## config.mk

```make
export PLATFORM = sky130hd
export DESIGN_NAME = serial_adder_flat
export DESIGN_NICKNAME = d
export VERILOG_FILES = /design/src/rtl/serial_adder_if.sv /design/src/rtl/serial_adder.sv /design/src/flat_wrapper.sv
export SDC_FILE = /design/constraint.sdc
export NUM_CORES = 1
export LEC_CHECK = 0
export CORE_MARGIN = 8
export CORE_UTILIZATION = 45
export DETAILED_ROUTE_END_ITERATION = 10
export HOLD_SLACK_MARGIN = 0.02
export PLACE_DENSITY = 0.67
export SKIP_CTS_REPAIR_TIMING = 1
export SLEW_MARGIN = 20
export SYNTH_ARGS = -nofsm -noshare
export SYNTH_HDL_FRONTEND = slang
export SYNTH_SLANG_ARGS = --single-unit
export TNS_END_PERCENT = 5
```

## constraint.sdc

```tcl
create_clock -name clk -period 1.9 [get_ports clk]
set_clock_uncertainty 0.15 [all_clocks]
set_input_delay 0.38 -clock clk [delete_from_list [all_inputs] [get_ports clk]]
set_output_delay 0.38 -clock clk [all_outputs]
set_load 0.1 [all_outputs]
```

## src/rtl/serial_adder_if.sv

```systemverilog
// serial_adder_if: operand/result bundle for the digit-serial adder.
// Optional overflow signal v exists only when SERIAL_ADDER_OVERFLOW_EN is defined.
`timescale 1ns/1ps
interface serial_adder_if #(
    parameter int WIDTH = 8
);
    logic             start;
    logic             sub;
    logic [WIDTH-1:0] a;
    logic [WIDTH-1:0] b;
    logic             x;
    logic [WIDTH-1:0] s;
    logic             c;
    logic             busy;
    logic             done;
`ifdef SERIAL_ADDER_OVERFLOW_EN
    logic             v;
`endif

    // Requester side: issues operations, observes results.
    modport master (
        output start, sub, a, b, x,
        input  s, c, busy, done
`ifdef SERIAL_ADDER_OVERFLOW_EN
        , input v
`endif
    );

    // Adder side: accepts operations, produces results.
    modport slave (
        input  start, sub, a, b, x,
        output s, c, busy, done
`ifdef SERIAL_ADDER_OVERFLOW_EN
        , output v
`endif
    );
endinterface

```

## src/rtl/serial_adder.sv

```systemverilog
// serial_adder: digit-serial adder/subtractor. Processes DIGIT bits per clock
// through a DIGIT-wide ripple slice with a registered carry; start/done handshake.
// Optional feature macro: SERIAL_ADDER_OVERFLOW_EN adds signed-overflow output v.
`timescale 1ns/1ps
module serial_adder #(
    parameter int WIDTH = 8,
    parameter int DIGIT = 1
) (
    input logic          clk,
    input logic          rst,
    serial_adder_if.slave bus
);
    localparam int STEPS = WIDTH / DIGIT;
    localparam int CW    = (STEPS > 1) ? $clog2(STEPS) : 1;

    generate
        if (WIDTH < 1 || DIGIT < 1 || (WIDTH % DIGIT) != 0) begin : g_bad_params
            $error("serial_adder: WIDTH must be >= 1 and a multiple of DIGIT");
        end
    endgenerate

    typedef enum logic {IDLE, RUN} state_t;

    state_t           state_reg, state_next;
    logic [WIDTH-1:0] opa_reg, opa_next;
    logic [WIDTH-1:0] opb_reg, opb_next;
    logic [WIDTH-1:0] acc_reg, acc_next;
    logic             carry_reg, carry_next;
    logic [CW-1:0]    cnt_reg, cnt_next;
    logic [WIDTH-1:0] s_reg, s_next;
    logic             c_reg, c_next;
    logic             done_reg, done_next;
    logic [DIGIT:0]   slice;
    logic [WIDTH-1:0] acc_shift;
    logic             last_step;
`ifdef SERIAL_ADDER_OVERFLOW_EN
    logic             v_reg, v_next;
    logic             slice_ovf;
`endif

    // Ripple slice over the low digit of both operands plus the running carry;
    // its low bits enter the result register from the MSB end.
    always_comb begin
        slice     = {1'b0, opa_reg[DIGIT-1:0]} + {1'b0, opb_reg[DIGIT-1:0]}
                  + {{DIGIT{1'b0}}, carry_reg};
        acc_shift = (acc_reg >> DIGIT) | (WIDTH'(slice[DIGIT-1:0]) << (WIDTH - DIGIT));
        last_step = (cnt_reg == CW'(STEPS - 1));
`ifdef SERIAL_ADDER_OVERFLOW_EN
        // Carry into the MSB is recovered from the MSB sum bit and its inputs.
        slice_ovf = slice[DIGIT] ^ (slice[DIGIT-1] ^ opa_reg[DIGIT-1] ^ opb_reg[DIGIT-1]);
`endif
    end

    // Next-state and datapath control: accept in IDLE, shift one digit per RUN cycle.
    always_comb begin
        state_next = state_reg;
        opa_next   = opa_reg;
        opb_next   = opb_reg;
        acc_next   = acc_reg;
        carry_next = carry_reg;
        cnt_next   = cnt_reg;
        s_next     = s_reg;
        c_next     = c_reg;
        done_next  = 1'b0;
`ifdef SERIAL_ADDER_OVERFLOW_EN
        v_next     = v_reg;
`endif
        case (state_reg)
            IDLE: begin
                if (bus.start) begin
                    state_next = RUN;
                    opa_next   = bus.a;
                    // Subtraction is A + ~B + ~borrow; carry out then means "no borrow".
                    opb_next   = bus.sub ? ~bus.b : bus.b;
                    carry_next = bus.sub ^ bus.x;
                    cnt_next   = '0;
                    acc_next   = '0;
                end
            end
            RUN: begin
                opa_next   = opa_reg >> DIGIT;
                opb_next   = opb_reg >> DIGIT;
                acc_next   = acc_shift;
                carry_next = slice[DIGIT];
                cnt_next   = cnt_reg + CW'(1);
                if (last_step) begin
                    state_next = IDLE;
                    cnt_next   = '0;
                    s_next     = acc_shift;
                    c_next     = slice[DIGIT];
                    done_next  = 1'b1;
`ifdef SERIAL_ADDER_OVERFLOW_EN
                    v_next     = slice_ovf;
`endif
                end
            end
            default: state_next = IDLE;
        endcase
    end

    // State and datapath registers with synchronous reset.
    always_ff @(posedge clk) begin
        if (rst) begin
            state_reg <= IDLE;
            opa_reg   <= '0;
            opb_reg   <= '0;
            acc_reg   <= '0;
            carry_reg <= 1'b0;
            cnt_reg   <= '0;
            s_reg     <= '0;
            c_reg     <= 1'b0;
            done_reg  <= 1'b0;
`ifdef SERIAL_ADDER_OVERFLOW_EN
            v_reg     <= 1'b0;
`endif
        end else begin
            state_reg <= state_next;
            opa_reg   <= opa_next;
            opb_reg   <= opb_next;
            acc_reg   <= acc_next;
            carry_reg <= carry_next;
            cnt_reg   <= cnt_next;
            s_reg     <= s_next;
            c_reg     <= c_next;
            done_reg  <= done_next;
`ifdef SERIAL_ADDER_OVERFLOW_EN
            v_reg     <= v_next;
`endif
        end
    end

    assign bus.busy = (state_reg == RUN);
    assign bus.done = done_reg;
    assign bus.s    = s_reg;
    assign bus.c    = c_reg;
`ifdef SERIAL_ADDER_OVERFLOW_EN
    assign bus.v    = v_reg;
`endif

endmodule

```

## src/flat_wrapper.sv

```systemverilog
// flat-port wrapper written by rule: the top's interface ports become plain ports
module serial_adder_flat 
#(
    parameter int WIDTH = 8,
    parameter int DIGIT = 1
)
  (clk, rst, bus_start, bus_sub, bus_a, bus_b, bus_x, bus_s, bus_c, bus_busy, bus_done);
  serial_adder_if #(.WIDTH(WIDTH)) bus_i ();
  input logic clk;
  input logic rst;
  input wire logic [$bits(bus_i.start)-1:0] bus_start;
  input wire logic [$bits(bus_i.sub)-1:0] bus_sub;
  input wire logic [$bits(bus_i.a)-1:0] bus_a;
  input wire logic [$bits(bus_i.b)-1:0] bus_b;
  input wire logic [$bits(bus_i.x)-1:0] bus_x;
  output wire logic [$bits(bus_i.s)-1:0] bus_s;
  output wire logic [$bits(bus_i.c)-1:0] bus_c;
  output wire logic [$bits(bus_i.busy)-1:0] bus_busy;
  output wire logic [$bits(bus_i.done)-1:0] bus_done;
  assign bus_i.start = bus_start;
  assign bus_i.sub = bus_sub;
  assign bus_i.a = bus_a;
  assign bus_i.b = bus_b;
  assign bus_i.x = bus_x;
  assign bus_s = bus_i.s;
  assign bus_c = bus_i.c;
  assign bus_busy = bus_i.busy;
  assign bus_done = bus_i.done;
  serial_adder #(.WIDTH(WIDTH), .DIGIT(DIGIT)) u_core (.clk(clk), .rst(rst), .bus(bus_i));
endmodule
```

=== Yosys cells after proc, flatten, opt, wreduce, memory -nomap -nowiden ===
Index checks and enable logic that the tools add are counted.

* Flip-flop bits (word level): 39
* Bits of input ports: 21
* Output and inout port bits: 11
* Logic and storage cells: 36

* Add/subtract/negate cells: 3
* Equal/unequal tests: 2
* Multiplexer cells: 16
* Bitwise logic cells: 4
* Reduce and logical (&&, ||, !) cells: 2

{| class="wikitable"
|+ Operators with widths
! kind !! number
|-
| $pmux W8 S2 || 3
|-
| $mux W8 || 4
|-
| $not A8 Y8 || 1
|-
| $or A7 B8 Y8 || 1
|-
| $mux W3 || 2
|-
| $pmux W3 S2 || 1
|-
| $mux W1 || 4
|-
| $pmux W1 S2 || 2
|-
| $add A3 B1 Y3 const B || 1
|-
| $eq A3 B3 Y1 const B || 1
|-
| $add A1 B1 Y2 || 1
|-
| $add A2 B1 Y2 || 1
|-
| $ne A2 B2 Y1 const B || 1
|-
| $reduce_and A2 Y1 || 1
|-
| $reduce_or A2 Y1 || 1
|-
| $not A1 Y1 || 1
|-
| $xor A1 B1 Y1 || 1
|}

=== Depth between registers and ports, before layout ===
* Depth in word-level cells: 4
* Depth in mapped cells: 6
* Depth with buffers taken out: 4

=== Least setup slack after synthesis ===
Ideal clock, no wire load.

* Kind: flip-flop to flip-flop
* Start: register u_core.state_reg, in the netlist u_core.bus.busy
* End: register u_core.c_reg, in the netlist u_core.bus.c
* Library setup time: 0.070 ns
* Arrival time: 1.673 ns
* Required time: 1.680 ns
* Path slack: 0.008 ns
* Stages on the path, launching flop included: 5
* Buffers on the path: 2
* Period minus slack after synthesis: 1.892 ns
* Cell sequence: dfxtp_1 -> buf_2 -> buf_2 -> nand3_1 -> a21oi_1

* Cells in the longest elaborated chain, start to end: 1

{| class="wikitable"
|+ Ends and longest elaborated chain
! element !! line !! source
|-
| start, declared || serial_adder.sv:24 || <nowiki>state_t state_reg, state_next;</nowiki>
|-
| start signal, assigned || serial_adder.sv:117 || <nowiki>state_reg <= state_next;</nowiki>
|-
| $reduce_and A2 Y1 (no source line) || -- ||
|-
| end signal, assigned || serial_adder.sv:124 || <nowiki>c_reg <= c_next;</nowiki>
|-
| end, declared || serial_adder.sv:31 || <nowiki>logic c_reg, c_next;</nowiki>
|}

Every way passes these cells.
A chain may end at the register's enable or synchronous reset.

=== Worst setup path in the final report ===
* Start: register u_core.cnt_reg[0]
* End: register u_core.s_reg[0], in the netlist u_core.bus.s[0]

* Cells in the longest elaborated chain, start to end: 2

{| class="wikitable"
|+ Ends and longest elaborated chain
! element !! line !! source
|-
| start, declared || serial_adder.sv:29 || <nowiki>logic [CW-1:0] cnt_reg, cnt_next;</nowiki>
|-
| start signal, assigned || serial_adder.sv:122 || <nowiki>cnt_reg <= cnt_next;</nowiki>
|-
| $eq A3 B3 Y1 || serial_adder.sv:47 || <nowiki>last_step = (cnt_reg == CW'(STEPS - 1));</nowiki>
|-
| $reduce_and A2 Y1 (no source line) || -- ||
|-
| end signal, assigned || serial_adder.sv:123 || <nowiki>s_reg <= s_next;</nowiki>
|-
| end, declared || serial_adder.sv:30 || <nowiki>logic [WIDTH-1:0] s_reg, s_next;</nowiki>
|}

Every way passes these cells.

==> results.sh <==
export IMPL_setup_viol=0
export IMPL_max_slew_margin=0.555
export IMPL_required_ns=1.92
export IMPL_synth_distinct_cells=23
export IMPL_critPathMaxFanout=19
export IMPL_syn2layout_area_growth_pct=30.6
export IMPL_place_area_um2=2250
export IMPL_design_area_um2=2330
export IMPL_core_area_um2=3910
export IMPL_endpoint_kind="register"
export IMPL_synth_common_cells="dfxtp_1 (38), a21oi_1 (20), nand2_1 (18), or3b_1 (12), buf_2 (11)"
export IMPL_synthCells=183
export IMPL_synth_largest_area_cell="dfxtp_1"
export IMPL_yosysSeqAreaShare=0.427
export IMPL_cts_buffers=5
export IMPL_drc=0
export IMPL_grt_ovfl_total=0
export IMPL_synth_area_top_cells="dfxtp_1 (43%), or3b_1 (5.9%), a21oi_1 (5.6%)"
export IMPL_crit_top_cell="ha_1"
export IMPL_antenna_found_initial=0
export IMPL_die_area_um2=6230
export IMPL_crit_path_top_delay_cell="ha_1"
export IMPL_numClockSinks=38
export IMPL_io_pins=32
export IMPL_hold_viol_final=0
export IMPL_track_usage=0.131
export IMPL_clk_pin_slew_ns=0.06
export IMPL_async_flop_share=0
export IMPL_wirelength_um=3850
export IMPL_tightest_slew_ns=0.667
export IMPL_clock_path_buffers=2
export IMPL_synth_top_cell_area_share=0.427
export IMPL_period_share=0.902
export IMPL_synth_flop_cell="dfxtp_1"
export IMPL_synth_area_per_cell_um2=9.74
export IMPL_portBuffers=31
export IMPL_drt_iter0_markers=97
export IMPL_synth_nets=208
export IMPL_critPathArrivalTime_ns=1.73
export IMPL_grt_max_degree=29
export IMPL_drv_cap=0
export IMPL_fin_cells=261
export IMPL_leakage_nw=0.838
export IMPL_diodes=0
export IMPL_vdd_drop_max_mv=0.513
export IMPL_row_count=23
export IMPL_path_delay_family="adder cells"
export IMPL_grt_first_pass_wirelength_um=6680
export IMPL_grt_setup_unrepaired="false"
export IMPL_synth_most_common_cell="dfxtp_1"
export IMPL_path_class="reg -> reg"
export IMPL_pre_cts_ws_ns=-0.0435
export IMPL_yosysWarnings=0
export IMPL_gp_congestion=0.797
export IMPL_synth_area_um2=1780
export IMPL_maxSlewViolCount=0
export IMPL_chipWidth_um=78.9
export IMPL_die_h_um=78.9
export IMPL_start_kind="register"
export IMPL_finalCriticalPeriod_ns=1.71
export IMPL_dpl_cell_count=254
export IMPL_vias=1432
export IMPL_start_util=0.456
export IMPL_ys_seq_elements=38
export IMPL_cts_tree="done"
export IMPL_nFillCells=368
export IMPL_hold_ws_ns=0.325
export IMPL_path_buf_inv=0
export IMPL_drive_above_1_share=0.175
export IMPL_status="complete, no violations"
export IMPL_first_pass_iters=4
export IMPL_h_tree_depth=2
export IMPL_hold_path_class="reg -> reg"
export IMPL_ant_nets=0
export IMPL_power_density_nw_per_um2=688
export IMPL_fin_ws_ns=0.187
export IMPL_fmax_ghz=0.584
export IMPL_synth_edff_count=0
export IMPL_root_buffer="clkbuf_8"
export IMPL_layout_nets=236
export IMPL_clock_latency_ns=0.28
export IMPL_crit_chain="ha_1 > ha_1 > a21bo_2 > a21oi_1"
export IMPL_vias_per_cell=5.49
export IMPL_dp_hpwl_um=2820
export IMPL_first_global_vias=1453
export IMPL_tns_ns=0
export IMPL_wl_per_cell_um=14.7
export IMPL_crit_path_max_incr_delay_ns=0.59
-- logic make-up after synthesis --
group / synth area share
AND/OR/NAND/NOR: 0.206
XOR/XNOR: 0.0442
flip-flops: 0.427
buffers and inverters: 0.0624
AO/OA/AOI/OAI: 0.184
adder cells (fa/ha/maj): 0.0323
multiplexers: 0.0449
-- cell usage in the layout, fill, tap and decap left out --
master,Yosys,layout
a21bo_2,9,9
a21oi_1,20,20
a2111oi_2,1,1
inv_2,1,1
o221ai_1,8,8
nand2_1,18,18
clkbuf_8,0,5
nor3_1,1,1
or3b_1,12,12
a211oi_1,7,7
nand2b_1,2,2
buf_12,0,13
ha_1,3,3
fa_1,1,1
buf_4,2,7
nor2_1,2,2
dfxtp_1,38,37
clkbuf_1,4,2
nand3_1,9,9
nor2b_1,7,7
or4b_1,8,8
mux2i_1,8,8
dfxtp_2,0,1
xnor2_1,9,9
clkdlybuf4s50_1,0,20
-- layer usage --
layer  global-route usage  share of wire  vias to the layer above
li1                     -              -                      711
met1                0.148           0.42                      679
met2                0.220           0.51                       35
met3               0.0519          0.053                        7
met4               0.0426          0.012                        0
met5                    0              0                        -
-- report_power, final --
group	leakage [nW]	switching, mW	internal, mW
sequential	0.310	0.0346	0.835
combinational	0.489	0.111	0.122
clock	0.0383	0.247	0.252
-- tightest hold or removal path: cells and delay by family, from the launching register on --
family          cells  cell delay (ns)
simple gates        1             0.06
flops               1             0.33
compound gates      1             0.05
-- through the flow --
stage	power [mW]	util
after floorplan	1.03	-
after global placement	1.11	0.575
after detailed placement	1.12	0.575
after CTS	1.62	0.595
after global routing	1.69	0.595
final	1.60	0.595
-- layout make-up --
type                       count  area [µm²]  area share
multi-input combinational    125         911       0.391
sequential                    38         762       0.327
timing repair buffer          40         513       0.220
clock buffer                   7        76.3      0.0328
tap                           50        62.6      0.0269
inverter                       1        3.75     0.00161
-- worst paths after layout --
kind,start,endpoint,slack (ns),depth (start not counted)
max,u_core.cnt_reg[0],u_core.bus.s[0],0.19,4
min,u_core.acc_reg[7],u_core.acc_reg[6],0.33,2
max reg2reg,u_core.cnt_reg[0],u_core.bus.s[0],0.19,4
min reg2reg,u_core.acc_reg[7],u_core.acc_reg[6],0.33,2
(Power assumes the default switching activity.)
